===== src/rtl/decode_queue_pkg.sv =====
// Shared decode definitions: MIPS opcode/function constants, ALU op encoding,
// the per-slot control word and the dual-issue pairing rule.
package decode_queue_pkg;

  localparam logic [5:0] OP_SPECIAL = 6'b000000;
  localparam logic [5:0] OP_REGIMM  = 6'b000001;
  localparam logic [5:0] OP_J       = 6'b000010;
  localparam logic [5:0] OP_JAL     = 6'b000011;
  localparam logic [5:0] OP_BEQ     = 6'b000100;
  localparam logic [5:0] OP_BNE     = 6'b000101;
  localparam logic [5:0] OP_BLEZ    = 6'b000110;
  localparam logic [5:0] OP_BGTZ    = 6'b000111;
  localparam logic [5:0] OP_ADDI    = 6'b001000;
  localparam logic [5:0] OP_ADDIU   = 6'b001001;
  localparam logic [5:0] OP_SLTI    = 6'b001010;
  localparam logic [5:0] OP_SLTIU   = 6'b001011;
  localparam logic [5:0] OP_ANDI    = 6'b001100;
  localparam logic [5:0] OP_ORI     = 6'b001101;
  localparam logic [5:0] OP_XORI    = 6'b001110;
  localparam logic [5:0] OP_LUI     = 6'b001111;
  localparam logic [5:0] OP_COP0    = 6'b010000;
  localparam logic [5:0] OP_LB      = 6'b100000;
  localparam logic [5:0] OP_LH      = 6'b100001;
  localparam logic [5:0] OP_LW      = 6'b100011;
  localparam logic [5:0] OP_LBU     = 6'b100100;
  localparam logic [5:0] OP_LHU     = 6'b100101;
  localparam logic [5:0] OP_SB      = 6'b101000;
  localparam logic [5:0] OP_SH      = 6'b101001;
  localparam logic [5:0] OP_SW      = 6'b101011;

  localparam logic [5:0] F_SLL   = 6'b000000;
  localparam logic [5:0] F_SRL   = 6'b000010;
  localparam logic [5:0] F_SRA   = 6'b000011;
  localparam logic [5:0] F_SLLV  = 6'b000100;
  localparam logic [5:0] F_SRLV  = 6'b000110;
  localparam logic [5:0] F_SRAV  = 6'b000111;
  localparam logic [5:0] F_JR    = 6'b001000;
  localparam logic [5:0] F_JALR  = 6'b001001;
  localparam logic [5:0] F_MFHI  = 6'b010000;
  localparam logic [5:0] F_MTHI  = 6'b010001;
  localparam logic [5:0] F_MFLO  = 6'b010010;
  localparam logic [5:0] F_MTLO  = 6'b010011;
  localparam logic [5:0] F_MULT  = 6'b011000;
  localparam logic [5:0] F_MULTU = 6'b011001;
  localparam logic [5:0] F_DIV   = 6'b011010;
  localparam logic [5:0] F_DIVU  = 6'b011011;
  localparam logic [5:0] F_ADD   = 6'b100000;
  localparam logic [5:0] F_ADDU  = 6'b100001;
  localparam logic [5:0] F_SUB   = 6'b100010;
  localparam logic [5:0] F_SUBU  = 6'b100011;
  localparam logic [5:0] F_AND   = 6'b100100;
  localparam logic [5:0] F_OR    = 6'b100101;
  localparam logic [5:0] F_XOR   = 6'b100110;
  localparam logic [5:0] F_NOR   = 6'b100111;
  localparam logic [5:0] F_SLT   = 6'b101010;
  localparam logic [5:0] F_SLTU  = 6'b101011;
  localparam logic [5:0] F_ERET  = 6'b011000;

  localparam logic [4:0] RT_BLTZ   = 5'b00000;
  localparam logic [4:0] RT_BGEZ   = 5'b00001;
  localparam logic [4:0] RT_BLTZAL = 5'b10000;
  localparam logic [4:0] RT_BGEZAL = 5'b10001;

  localparam logic [4:0] RS_MF = 5'b00000;
  localparam logic [4:0] RS_MT = 5'b00100;
  localparam logic [4:0] RS_CO = 5'b10000;

  typedef enum logic [4:0] {
    ALU_NOP, ALU_ADD, ALU_ADDU, ALU_SUB, ALU_SUBU, ALU_AND, ALU_OR, ALU_XOR,
    ALU_NOR, ALU_SLT, ALU_SLTU, ALU_SLL, ALU_SRL, ALU_SRA, ALU_SLLV, ALU_SRLV,
    ALU_SRAV, ALU_LUI, ALU_MULT, ALU_MULTU, ALU_DIV, ALU_DIVU, ALU_MFHI,
    ALU_MFLO, ALU_MTHI, ALU_MTLO, ALU_MFC0, ALU_MTC0, ALU_ERET
  } alu_op_e;

  typedef struct packed {
    logic       wreg;
    logic       regdst;
    logic       use_imm;
    logic       branch;
    logic       jump;
    logic       jal;
    logic       jr;
    logic       bal;
    logic       jalr;
    logic       rmem;
    logic       wmem;
    logic       memen;
    logic [1:0] whilo;
    logic       wcp0;
    alu_op_e    alucontrol;
  } ctrl_t;

  localparam int unsigned CTRL_W = $bits(ctrl_t);

  function automatic alu_op_e rtype_alu(input logic [5:0] funct);
    case (funct)
      F_SLL:   return ALU_SLL;
      F_SRL:   return ALU_SRL;
      F_SRA:   return ALU_SRA;
      F_SLLV:  return ALU_SLLV;
      F_SRLV:  return ALU_SRLV;
      F_SRAV:  return ALU_SRAV;
      F_MFHI:  return ALU_MFHI;
      F_MFLO:  return ALU_MFLO;
      F_MULT:  return ALU_MULT;
      F_MULTU: return ALU_MULTU;
      F_DIV:   return ALU_DIV;
      F_DIVU:  return ALU_DIVU;
      F_ADD:   return ALU_ADD;
      F_ADDU:  return ALU_ADDU;
      F_SUB:   return ALU_SUB;
      F_SUBU:  return ALU_SUBU;
      F_AND:   return ALU_AND;
      F_OR:    return ALU_OR;
      F_XOR:   return ALU_XOR;
      F_NOR:   return ALU_NOR;
      F_SLT:   return ALU_SLT;
      F_SLTU:  return ALU_SLTU;
      default: return ALU_NOP;
    endcase
  endfunction

  function automatic alu_op_e itype_alu(input logic [5:0] op);
    case (op)
      OP_ADDI:  return ALU_ADD;
      OP_ADDIU: return ALU_ADDU;
      OP_SLTI:  return ALU_SLT;
      OP_SLTIU: return ALU_SLTU;
      OP_ANDI:  return ALU_AND;
      OP_ORI:   return ALU_OR;
      OP_XORI:  return ALU_XOR;
      OP_LUI:   return ALU_LUI;
      default:  return ALU_NOP;
    endcase
  endfunction

  function automatic logic uses_hilo(input ctrl_t c);
    return (c.whilo != 2'b00) || (c.alucontrol == ALU_MFHI) || (c.alucontrol == ALU_MFLO);
  endfunction

  function automatic logic uses_cp0(input ctrl_t c);
    return c.wcp0 || (c.alucontrol == ALU_MFC0) || (c.alucontrol == ALU_ERET);
  endfunction

  // Slot 1 must wait when slot 0 redirects flow (its delay slot issues alone)
  // or when both slots would contend for the same single-ported resource.
  function automatic logic pair_conflict(input ctrl_t s0, input ctrl_t s1);
    return s0.branch || s0.jump ||
           (uses_hilo(s0) && uses_hilo(s1)) ||
           (uses_cp0(s0) && uses_cp0(s1)) ||
           (s0.memen && s1.memen);
  endfunction

endpackage


===== src/rtl/decode_queue_slot.sv =====
// Combinational MIPS decoder for one issue slot; unknown encodings raise
// invalid_o and leave the control word all-zero.
module decode_slot
  import decode_queue_pkg::*;
(
  input  logic [31:0] instr_i,
  output ctrl_t       ctrl_o,
  output logic        invalid_o
);

  logic [5:0] op;
  logic [5:0] funct;
  logic [4:0] rs;
  logic [4:0] rt;
  logic       unused_fields;

  assign op            = instr_i[31:26];
  assign rs            = instr_i[25:21];
  assign rt            = instr_i[20:16];
  assign funct         = instr_i[5:0];
  assign unused_fields = ^instr_i[15:6];

  always_comb begin
    ctrl_o    = '0;
    invalid_o = 1'b0;
    case (op)
      OP_SPECIAL: begin
        case (funct)
          F_SLL, F_SRL, F_SRA, F_SLLV, F_SRLV, F_SRAV, F_MFHI, F_MFLO,
          F_ADD, F_ADDU, F_SUB, F_SUBU, F_AND, F_OR, F_XOR, F_NOR,
          F_SLT, F_SLTU: begin
            ctrl_o.wreg       = 1'b1;
            ctrl_o.regdst     = 1'b1;
            ctrl_o.alucontrol = rtype_alu(funct);
          end
          F_JR: begin
            ctrl_o.jump = 1'b1;
            ctrl_o.jr   = 1'b1;
          end
          F_JALR: begin
            ctrl_o.jump   = 1'b1;
            ctrl_o.jr     = 1'b1;
            ctrl_o.jalr   = 1'b1;
            ctrl_o.wreg   = 1'b1;
            ctrl_o.regdst = 1'b1;
          end
          F_MTHI: begin
            ctrl_o.whilo      = 2'b10;
            ctrl_o.alucontrol = ALU_MTHI;
          end
          F_MTLO: begin
            ctrl_o.whilo      = 2'b01;
            ctrl_o.alucontrol = ALU_MTLO;
          end
          F_MULT, F_MULTU, F_DIV, F_DIVU: begin
            ctrl_o.whilo      = 2'b11;
            ctrl_o.alucontrol = rtype_alu(funct);
          end
          default: invalid_o = 1'b1;
        endcase
      end
      OP_REGIMM: begin
        case (rt)
          RT_BLTZ, RT_BGEZ: begin
            ctrl_o.branch     = 1'b1;
            ctrl_o.alucontrol = ALU_SUBU;
          end
          RT_BLTZAL, RT_BGEZAL: begin
            ctrl_o.branch     = 1'b1;
            ctrl_o.bal        = 1'b1;
            ctrl_o.wreg       = 1'b1;
            ctrl_o.alucontrol = ALU_SUBU;
          end
          default: invalid_o = 1'b1;
        endcase
      end
      OP_J: ctrl_o.jump = 1'b1;
      OP_JAL: begin
        ctrl_o.jump = 1'b1;
        ctrl_o.jal  = 1'b1;
        ctrl_o.wreg = 1'b1;
      end
      OP_BEQ, OP_BNE, OP_BLEZ, OP_BGTZ: begin
        ctrl_o.branch     = 1'b1;
        ctrl_o.alucontrol = ALU_SUBU;
      end
      OP_ADDI, OP_ADDIU, OP_SLTI, OP_SLTIU, OP_ANDI, OP_ORI, OP_XORI, OP_LUI: begin
        ctrl_o.wreg       = 1'b1;
        ctrl_o.use_imm    = 1'b1;
        ctrl_o.alucontrol = itype_alu(op);
      end
      OP_COP0: begin
        if (rs == RS_MF) begin
          ctrl_o.wreg       = 1'b1;
          ctrl_o.alucontrol = ALU_MFC0;
        end else if (rs == RS_MT) begin
          ctrl_o.wcp0       = 1'b1;
          ctrl_o.alucontrol = ALU_MTC0;
        end else if (rs == RS_CO && funct == F_ERET) begin
          ctrl_o.alucontrol = ALU_ERET;
        end else begin
          invalid_o = 1'b1;
        end
      end
      OP_LB, OP_LH, OP_LW, OP_LBU, OP_LHU: begin
        ctrl_o.wreg       = 1'b1;
        ctrl_o.use_imm    = 1'b1;
        ctrl_o.rmem       = 1'b1;
        ctrl_o.memen      = 1'b1;
        ctrl_o.alucontrol = ALU_ADDU;
      end
      OP_SB, OP_SH, OP_SW: begin
        ctrl_o.use_imm    = 1'b1;
        ctrl_o.wmem       = 1'b1;
        ctrl_o.memen      = 1'b1;
        ctrl_o.alucontrol = ALU_ADDU;
      end
      default: invalid_o = 1'b1;
    endcase
  end

endmodule


===== src/rtl/decode_queue.sv =====
// Circular instruction queue between fetch and issue; presents the oldest
// entries decoded, with dual-issue pairing restrictions on slot 1.
module decode_queue
  import decode_queue_pkg::*;
#(
  parameter int unsigned FETCH_W = 2,
  parameter int unsigned ISSUE_W = 2,
  parameter int unsigned DEPTH   = 8
) (
  input  logic                        clk,
  input  logic                        resetn,
  input  logic                        flush_i,
  input  logic [FETCH_W-1:0]          fetch_valid_i,
  input  logic [32*FETCH_W-1:0]       fetch_instr_i,
  input  logic [32*FETCH_W-1:0]       fetch_pc_i,
  output logic                        fetch_ready_o,
  output logic [ISSUE_W-1:0]          dec_valid_o,
  output logic [32*ISSUE_W-1:0]       dec_pc_o,
  output logic [32*ISSUE_W-1:0]       dec_instr_o,
  output logic [CTRL_W*ISSUE_W-1:0]   dec_ctrl_o,
  output logic [ISSUE_W-1:0]          dec_invalid_o,
  input  logic                        dec_ready_i,
  output logic [$clog2(DEPTH):0]      count_o
);

  localparam int unsigned AW = $clog2(DEPTH);
  localparam int unsigned CW = AW + 1;

  logic [31:0]   instr_mem_q [DEPTH];
  logic [31:0]   pc_mem_q    [DEPTH];
  logic [AW-1:0] rd_ptr_q, rd_ptr_d;
  logic [AW-1:0] wr_ptr_q, wr_ptr_d;
  logic [CW-1:0] count_q, count_d;
  logic [CW-1:0] push_n, pop_n;
  logic          push;
  logic          pair_block;
  ctrl_t         slot_ctrl [ISSUE_W];
  logic [ISSUE_W-1:0] slot_inv;

  // Space is judged from the registered count only; a same-cycle pop frees nothing.
  assign fetch_ready_o = (CW'(DEPTH) - count_q) >= CW'(FETCH_W);
  assign push          = fetch_ready_o & (|fetch_valid_i) & ~flush_i;
  assign count_o       = count_q;

  for (genvar k = 0; k < ISSUE_W; k++) begin : g_slot
    logic [AW-1:0] idx;
    assign idx                         = rd_ptr_q + AW'(k);
    assign dec_instr_o[32*k +: 32]     = instr_mem_q[idx];
    assign dec_pc_o[32*k +: 32]        = pc_mem_q[idx];
    assign dec_ctrl_o[CTRL_W*k +: CTRL_W] = slot_ctrl[k];
    assign dec_invalid_o[k]            = slot_inv[k];
    assign dec_valid_o[k]              = (count_q > CW'(k)) && !((k == 1) && pair_block);

    decode_slot u_decode_slot (
      .instr_i   (instr_mem_q[idx]),
      .ctrl_o    (slot_ctrl[k]),
      .invalid_o (slot_inv[k])
    );
  end

  if (ISSUE_W > 1) begin : g_pair
    assign pair_block = pair_conflict(slot_ctrl[0], slot_ctrl[1]);
  end else begin : g_single
    assign pair_block = 1'b0;
  end

  always_comb begin
    push_n = '0;
    pop_n  = '0;
    for (int unsigned k = 0; k < FETCH_W; k++) begin
      push_n = push_n + CW'(fetch_valid_i[k]);
    end
    if (!push) begin
      push_n = '0;
    end
    if (dec_ready_i) begin
      for (int unsigned k = 0; k < ISSUE_W; k++) begin
        pop_n = pop_n + CW'(dec_valid_o[k]);
      end
    end
    rd_ptr_d = rd_ptr_q + AW'(pop_n);
    wr_ptr_d = wr_ptr_q + AW'(push_n);
    count_d  = count_q + push_n - pop_n;
    if (flush_i) begin
      rd_ptr_d = '0;
      wr_ptr_d = '0;
      count_d  = '0;
    end
  end

  // Entry storage is not reset; count gating keeps stale words invisible.
  always_ff @(posedge clk) begin
    if (push) begin
      for (int unsigned k = 0; k < FETCH_W; k++) begin
        if (fetch_valid_i[k]) begin
          instr_mem_q[wr_ptr_q + AW'(k)] <= fetch_instr_i[32*k +: 32];
          pc_mem_q[wr_ptr_q + AW'(k)]    <= fetch_pc_i[32*k +: 32];
        end
      end
    end
  end

  always_ff @(posedge clk or negedge resetn) begin
    if (!resetn) begin
      rd_ptr_q <= '0;
      wr_ptr_q <= '0;
      count_q  <= '0;
    end else begin
      rd_ptr_q <= rd_ptr_d;
      wr_ptr_q <= wr_ptr_d;
      count_q  <= count_d;
    end
  end

endmodule


===== config.mk =====
export PLATFORM = sky130hd
export DESIGN_NAME = decode_queue
export DESIGN_NICKNAME = d
export VERILOG_FILES = /design/src/rtl/decode_queue_pkg.sv /design/src/rtl/decode_queue_slot.sv /design/src/rtl/decode_queue.sv
export SDC_FILE = /design/constraint.sdc
export NUM_CORES = 1
export LEC_CHECK = 0
export BUFFER_PORTS_ARGS = -buffer_cell sky130_fd_sc_hd__buf_2
export CORE_UTILIZATION = 49
export CTS_BUF_LIST = sky130_fd_sc_hd__clkbuf_4
export CTS_CLUSTER_DIAMETER = 150
export DETAILED_ROUTE_END_ITERATION = 8
export PLACE_DENSITY = 0.68
export SYNTH_ARGS = -nofsm -noshare
export SYNTH_HDL_FRONTEND = slang
export SYNTH_SLANG_ARGS = --single-unit

===== constraint.sdc =====
create_clock -name clk -period 9.95 [get_ports clk]
set_input_delay 1.99 -clock clk [delete_from_list [all_inputs] [get_ports clk]]
set_output_delay 1.99 -clock clk [all_outputs]
set_load 0.01 [all_outputs]

Word-level counts from Yosys, hierarchy flattened:

Memory sizes are Yosys's and may differ from the RTL's.
Index checks and enable logic that the tools add are counted.
Widths: inputs -> output; s select.

* word-level logic and storage cells: 289
* input bits: 134
* memories: 8
* output and inout port bits: 177
* flip-flop bits (word level): 10
* memory bits (read-only): 1440
* bits in writable memories: 512

* multiplexer cells: 83
* equal/unequal tests: 116
* magnitude comparators: 3
* reductions and logical operators: 64
* add/sub/neg operators: 9
* bitwise gates (word level): 3

Memories
* (no name shown): depth 64, width 5, read ports 1, clocked after memory_dff 0, write ports 0, line decode_queue_pkg.sv:96 `case (funct)`
* (no name shown): depth 64, width 5, read ports 1, clocked after memory_dff 0, write ports 0, line decode_queue_pkg.sv:96
* (no name shown): depth 64, width 5, read ports 1, clocked after memory_dff 0, write ports 0, line decode_queue_pkg.sv:96
* (no name shown): depth 64, width 5, read ports 1, clocked after memory_dff 0, write ports 0, line decode_queue_pkg.sv:96
* instr_mem_q: depth 8, width 32, read ports 2, clocked after memory_dff 0, write ports 2, line decode_queue.sv:29 `logic [31:0] instr_mem_q [DEPTH];`
* pc_mem_q: depth 8, width 32, read ports 2, clocked after memory_dff 0, write ports 2, line decode_queue.sv:30 `logic [31:0] pc_mem_q [DEPTH];`
* +2 memories

Operator list (count)
* $eq 6x6->1 const B: 36
* $eq 6x4->1 const B: 20
* $eq 6x5->1 const B: 18
* $eq 6x3->1 const B: 14
* $eq 5x5->1 const B: 14
* $pmux 5 s6: 2
* $reduce_or 26->1: 2
* $mux 1: 50
* $eq 6x2->1 const B: 8
* $reduce_or 22->1: 2
* $mux 5: 8
* $pmux 5 s4: 2
* $reduce_or 19->1: 2
* $reduce_or 18->1: 2
* $reduce_or 16->1: 2
* $reduce_or 8->1: 4
* $reduce_or 14->1: 2
* $logic_not 6->1: 4
* $reduce_or 4->1: 6
* $logic_not 5->1: 4
* $pmux 1 s4: 4
* $reduce_or 2->1: 7
* $eq 6x1->1 const B: 2
* $logic_or 1x1->1: 12
* 23 further kinds: 51

Depth between registers and ports, before layout:

An unclocked memory read counts as a cell.

* word-level depth: 21
* depth in mapped cells: 29
* gate-level depth less buffers: 26

Modules after synthesis:

A second synthesis with hierarchy kept.

* cell total of the unflattened synthesis: 1987
* area total of the unflattened synthesis: 32492.4 um2

By module, submodules not included
* decode_queue: instances 1, cells each 1658, area each 30371.6 um2
* decode_slot at g_slot[0].u_decode_slot: instances 1, cells each 172, area each 1094.8 um2
* decode_slot at g_slot[1].u_decode_slot: instances 1, cells each 157, area each 1026.0 um2

Least setup slack after synthesis:

No wires, ideal clock.

* kind: input -> register
* from: in fetch_valid_i[0]
* to: mem instr_mem_q[1][0], enable pin
* path buffers: 0
* data arrival time: 7371 ps
* data required time: 9376 ps
* setup time: 574 ps
* stages on the path: 5
* setup slack: 2005 ps
* cell sequence: inv_1 > ha_1 > nor3_1 > nand3b_1 > o21ai_0

RTL lines
* start, declared: line decode_queue.sv:13 `input logic [FETCH_W-1:0] fetch_valid_i,`
* end, declared: line decode_queue.sv:29

Worst setup path in the final report:

* from: reg rd_ptr_q[0]
* to: out dec_valid_o[1]

* cells in the longest elaborated chain, start to end: 17
* elaborated cells on any way between the ends: 195

RTL lines
* start, declared: line decode_queue.sv:31 `logic [AW-1:0] rd_ptr_q, rd_ptr_d;`
* start signal, assigned: line decode_queue.sv:109 `rd_ptr_q <= rd_ptr_d;`
* $add 3x1->3: line decode_queue.sv:47 `assign idx = rd_ptr_q + AW'(k);`
* $mem_v2 8x32 (*)
* parallel branches: the longest is 12 deep, another holds $mem_v2 64x5
* $logic_or 1x1->1 (*): line decode_queue_pkg.sv:150 `(uses_cp0(s0) && uses_cp0(s1)) ||`
* $logic_not 1->1 (*): line decode_queue.sv:52 `assign dec_valid_o[k] = (count_q > CW'(k)) && !((k == 1) && pair_block);`
* $logic_and 1x1->1 (*): line decode_queue.sv:52
* end, declared: line decode_queue.sv:17 `output logic [ISSUE_W-1:0] dec_valid_o,`

Mark *: on every way between the ends.

==> impl_metrics.toml <==
[synthesis]
synthCells = 2151
synth-xor-area-share_pct = 0.378
syn_nets = 2329
synth_adder_area_share_pct = 1.79
synth_mux_area_share_pct = 38.5
synth-simple-area-share_pct = 5.27
synth_cell_types = 87
synth_compound_area_share_pct = 3.01
synth-seq-cells = 522
avgSynthCellArea_um2 = 15.1
synth-seq-area-share_pct = 48.2
synth_top_area_share_pct = 47.4
ys.warnings.count = 0
synth_top_family_by_area = "multiplexers"
synth_area_um2 = 32400
synth_top_area_cell = "edfxtp_1"
synth_edf_count = 512
async_flop_share_pct = 1.92
synth.area.top_cells = "edfxtp_1 (47%), mux2_2 (20%), mux4_2 (17%)"
synthFlopType = "edfxtp_1"

[timing]
setup_viol = 0
worstMarginPinSlew_ps = 1150
finClkSkew_ps = 48.0
min_period_ps = 8850
setup_tns_ps = 0
maxClockFrequency_mhz = 113
hold_violations = 0
slew_headroom_pct = 20.8
rsz0062_at_grt = "false"
drv_slew = 0
period_share_pct = 89.0

[drt]
drc = 0
avgViaCountPerCell = 6.34
firstDrtPassIters = 6
post_drt_wl_per_cell_um = 27.9
wirelength_um = 96700
drtIter0Drc = 1856
vias = 22000
ant_nets = 0

[power_and_ir_drop]
powerDensity_nw_per_um2 = 257
p_clk_share_pct = 21.1
p_switching_mw = 3.70
p_comb_share_pct = 50.2
power_frac_seq_pct = 28.7
switching_share_pct = 39.3
p_leak_nw = 12.8
irDropWorstVdd_uv = 139
intPower_mw = 5.72

[placed_design]
dp.cells = 3211
dp_hpwl_um = 58300
gp_congestion = 0.920
io_buffers = 310

[setup_path]
cp-endpoint = "dec_valid_o[1]"
worstSetupPathType = "reg2out"
worstSetupStartpointType = "flop"
r2r_end = "count_o[3]$_DFF_PN0_"
required_ps = 7960
reg2regPathDepth = 25
crit-reg2reg-launch = "rd_ptr_q[0]$_DFF_PN0_"
cp.arrival_ps = 6860
end_kind = "primary output"
crit_path_max_fanout = 60
r2r_slack_ps = 2370
critPathLaunch = "rd_ptr_q[0]$_DFF_PN0_"

[grt]
met1_usage_pct = 36.5
grt_pass1_vias = 22500
grtUsageMet3_pct = 8.10
grt_max_degree = 61
grt_use_met2_pct = 47.2
antenna_found_initial = 25
busiest_layer = "met2"
grt_pass1_wl_um = 141000
grt_use_total_pct = 28.7
grt.overflow.total = 0

[clock_tree]
clk-insertion-delay-late_ps = 990
cts_buffer_depth = 3
cts_tree = "built"
cts.repair.resized = 0
clk_pin_slew_ps = 60
post_cts_buffers = 0
cts_root_buf = "clkbuf_4"
cts_inserted_buffers = 141
cts_hold_buffers = 0
cts.sinks = 522
htreeDepth = 4

[die]
num_io_pins = 311
dieArea_um2 = 67200
die_w_um = 259
start_util_pct = 49.9
placementRows = 93
core-area_um2 = 64900
dieHeight_um = 259

[flow_run]
cap_violations = 0

[final_layout]
area_growth_pct = 13.1
nets = 2677
stdcell_count = 3460
layout_common_cells = "mux2_2 (572), edfxtp_1 (512), buf_2 (310)"
final_common_cell = "mux2_2"
drive_above_1_share_pct = 55.8

[run_status]
status = "finished clean"

[min_path]
hold_depth = 2
min_from = "wr_ptr_q[2]$_DFF_PN0_"
hp-class = "reg2reg"
-- layout make-up --
class,count,area [µm²]
sequential,522,15600
antenna,15,37.5
multi-input combinational,1426,16000
timing repair buffer,351,1860
tap,855,1070
fill,5276,28300
clock inverter,22,225
clock buffer,212,1590
inverter,57,214
-- critical path, cell delays in order, from the launching register on --
cell and delay (ps):
dfrtp_4 1090, ha_4 310, xor2_4 550, mux4_2 640, mux2i_1 430, inv_1 210
ha_1 360, or3_1 340, a41o_1 210, a31oi_1 190, a2bb2oi_1 350, a21oi_1 180
a211oi_1 440, a41oi_1 180, o21ai_1 160, a21oi_1 80, buf_2 170
-- through the flow --
| step | utilization, % | hold WS [ps] | total power [mW] | cell area [µm²] | worst slack (ps) |
|---|---|---|---|---|---|
| 2_1_floorplan | - | 585 | 6.01 | 32400 | 2000 |
| 3_3_place_gp | 53.6 | 620 | 7.42 | 34800 | 2190 |
| 3_5_place_dp | 53.6 | 626 | 7.47 | 34800 | 2100 |
| 4_1_cts | 56.4 | 644 | 9.46 | 36600 | 1000 |
| 5_1_grt | 56.5 | 673 | 9.93 | 36700 | 517 |
| 6_report | 56.5 | 644 | 9.42 | 36700 | 1100 |
-- sequential cells by signal (all words and copies together) (netlist names) --
name	count
wr_ptr_q	3
instr_mem_q	256
pc_mem_q	256
count_o	4
rd_ptr_q	3
-- kinds of logic after synthesis --
family	count (synthesis)
compound gates	131
mux	862
buf+inv	203
xor+xnor	11
flops	522
simple gates	378
fa+ha+maj	44
-- power by group through the flow --
stage          combinational [mW]  clock (mW)  sequential (mW)
3_3_place_gp                 4.68           0             2.74
2_1_floorplan                3.33           0             2.68
5_1_grt                      5.07        2.14             2.72
3_5_place_dp                 4.71           0             2.75
4_1_cts                      4.73        2.03             2.71
6_report                     4.73        1.98             2.71
-- routing by layer --
layer	wire (µm)	share of wire, %	up-vias
li1	-	-	9401
met1	37700	39	11200
met2	47300	49	1114
met3	8990	9.3	198
met4	2580	2.7	26
met5	170	0.18	-
-- worst min-delay path by stage --
stage                            endpoint
global placement    wr_ptr_q[2]$_DFF_PN0_
CTS                 wr_ptr_q[2]$_DFF_PN0_
detailed placement  wr_ptr_q[2]$_DFF_PN0_
finish              wr_ptr_q[2]$_DFF_PN0_
global route        wr_ptr_q[2]$_DFF_PN0_
floorplan           wr_ptr_q[2]$_DFF_PN0_
-- synth_stat cells (all sizes together) (5+ instances only) --
master / n
nand4: 5
or2: 5
nor2b: 11
ha: 40
nor4: 6
clkbuf: 85
buf: 61
xnor2: 7
o21ai: 22
nand2: 208
or3: 5
nor3: 26
a211oi: 9
mux4: 248
a211o: 6
o211ai: 5
o21a: 5
dfrtp: 10
nor2: 64
mux2i: 41
o31ai: 6
o22ai: 5
nor3b: 6
inv: 57
nand3: 11
and2: 7
nand2b: 7
a21oi: 27
edfxtp: 512
mux2: 573
(Power assumes the default switching activity.)
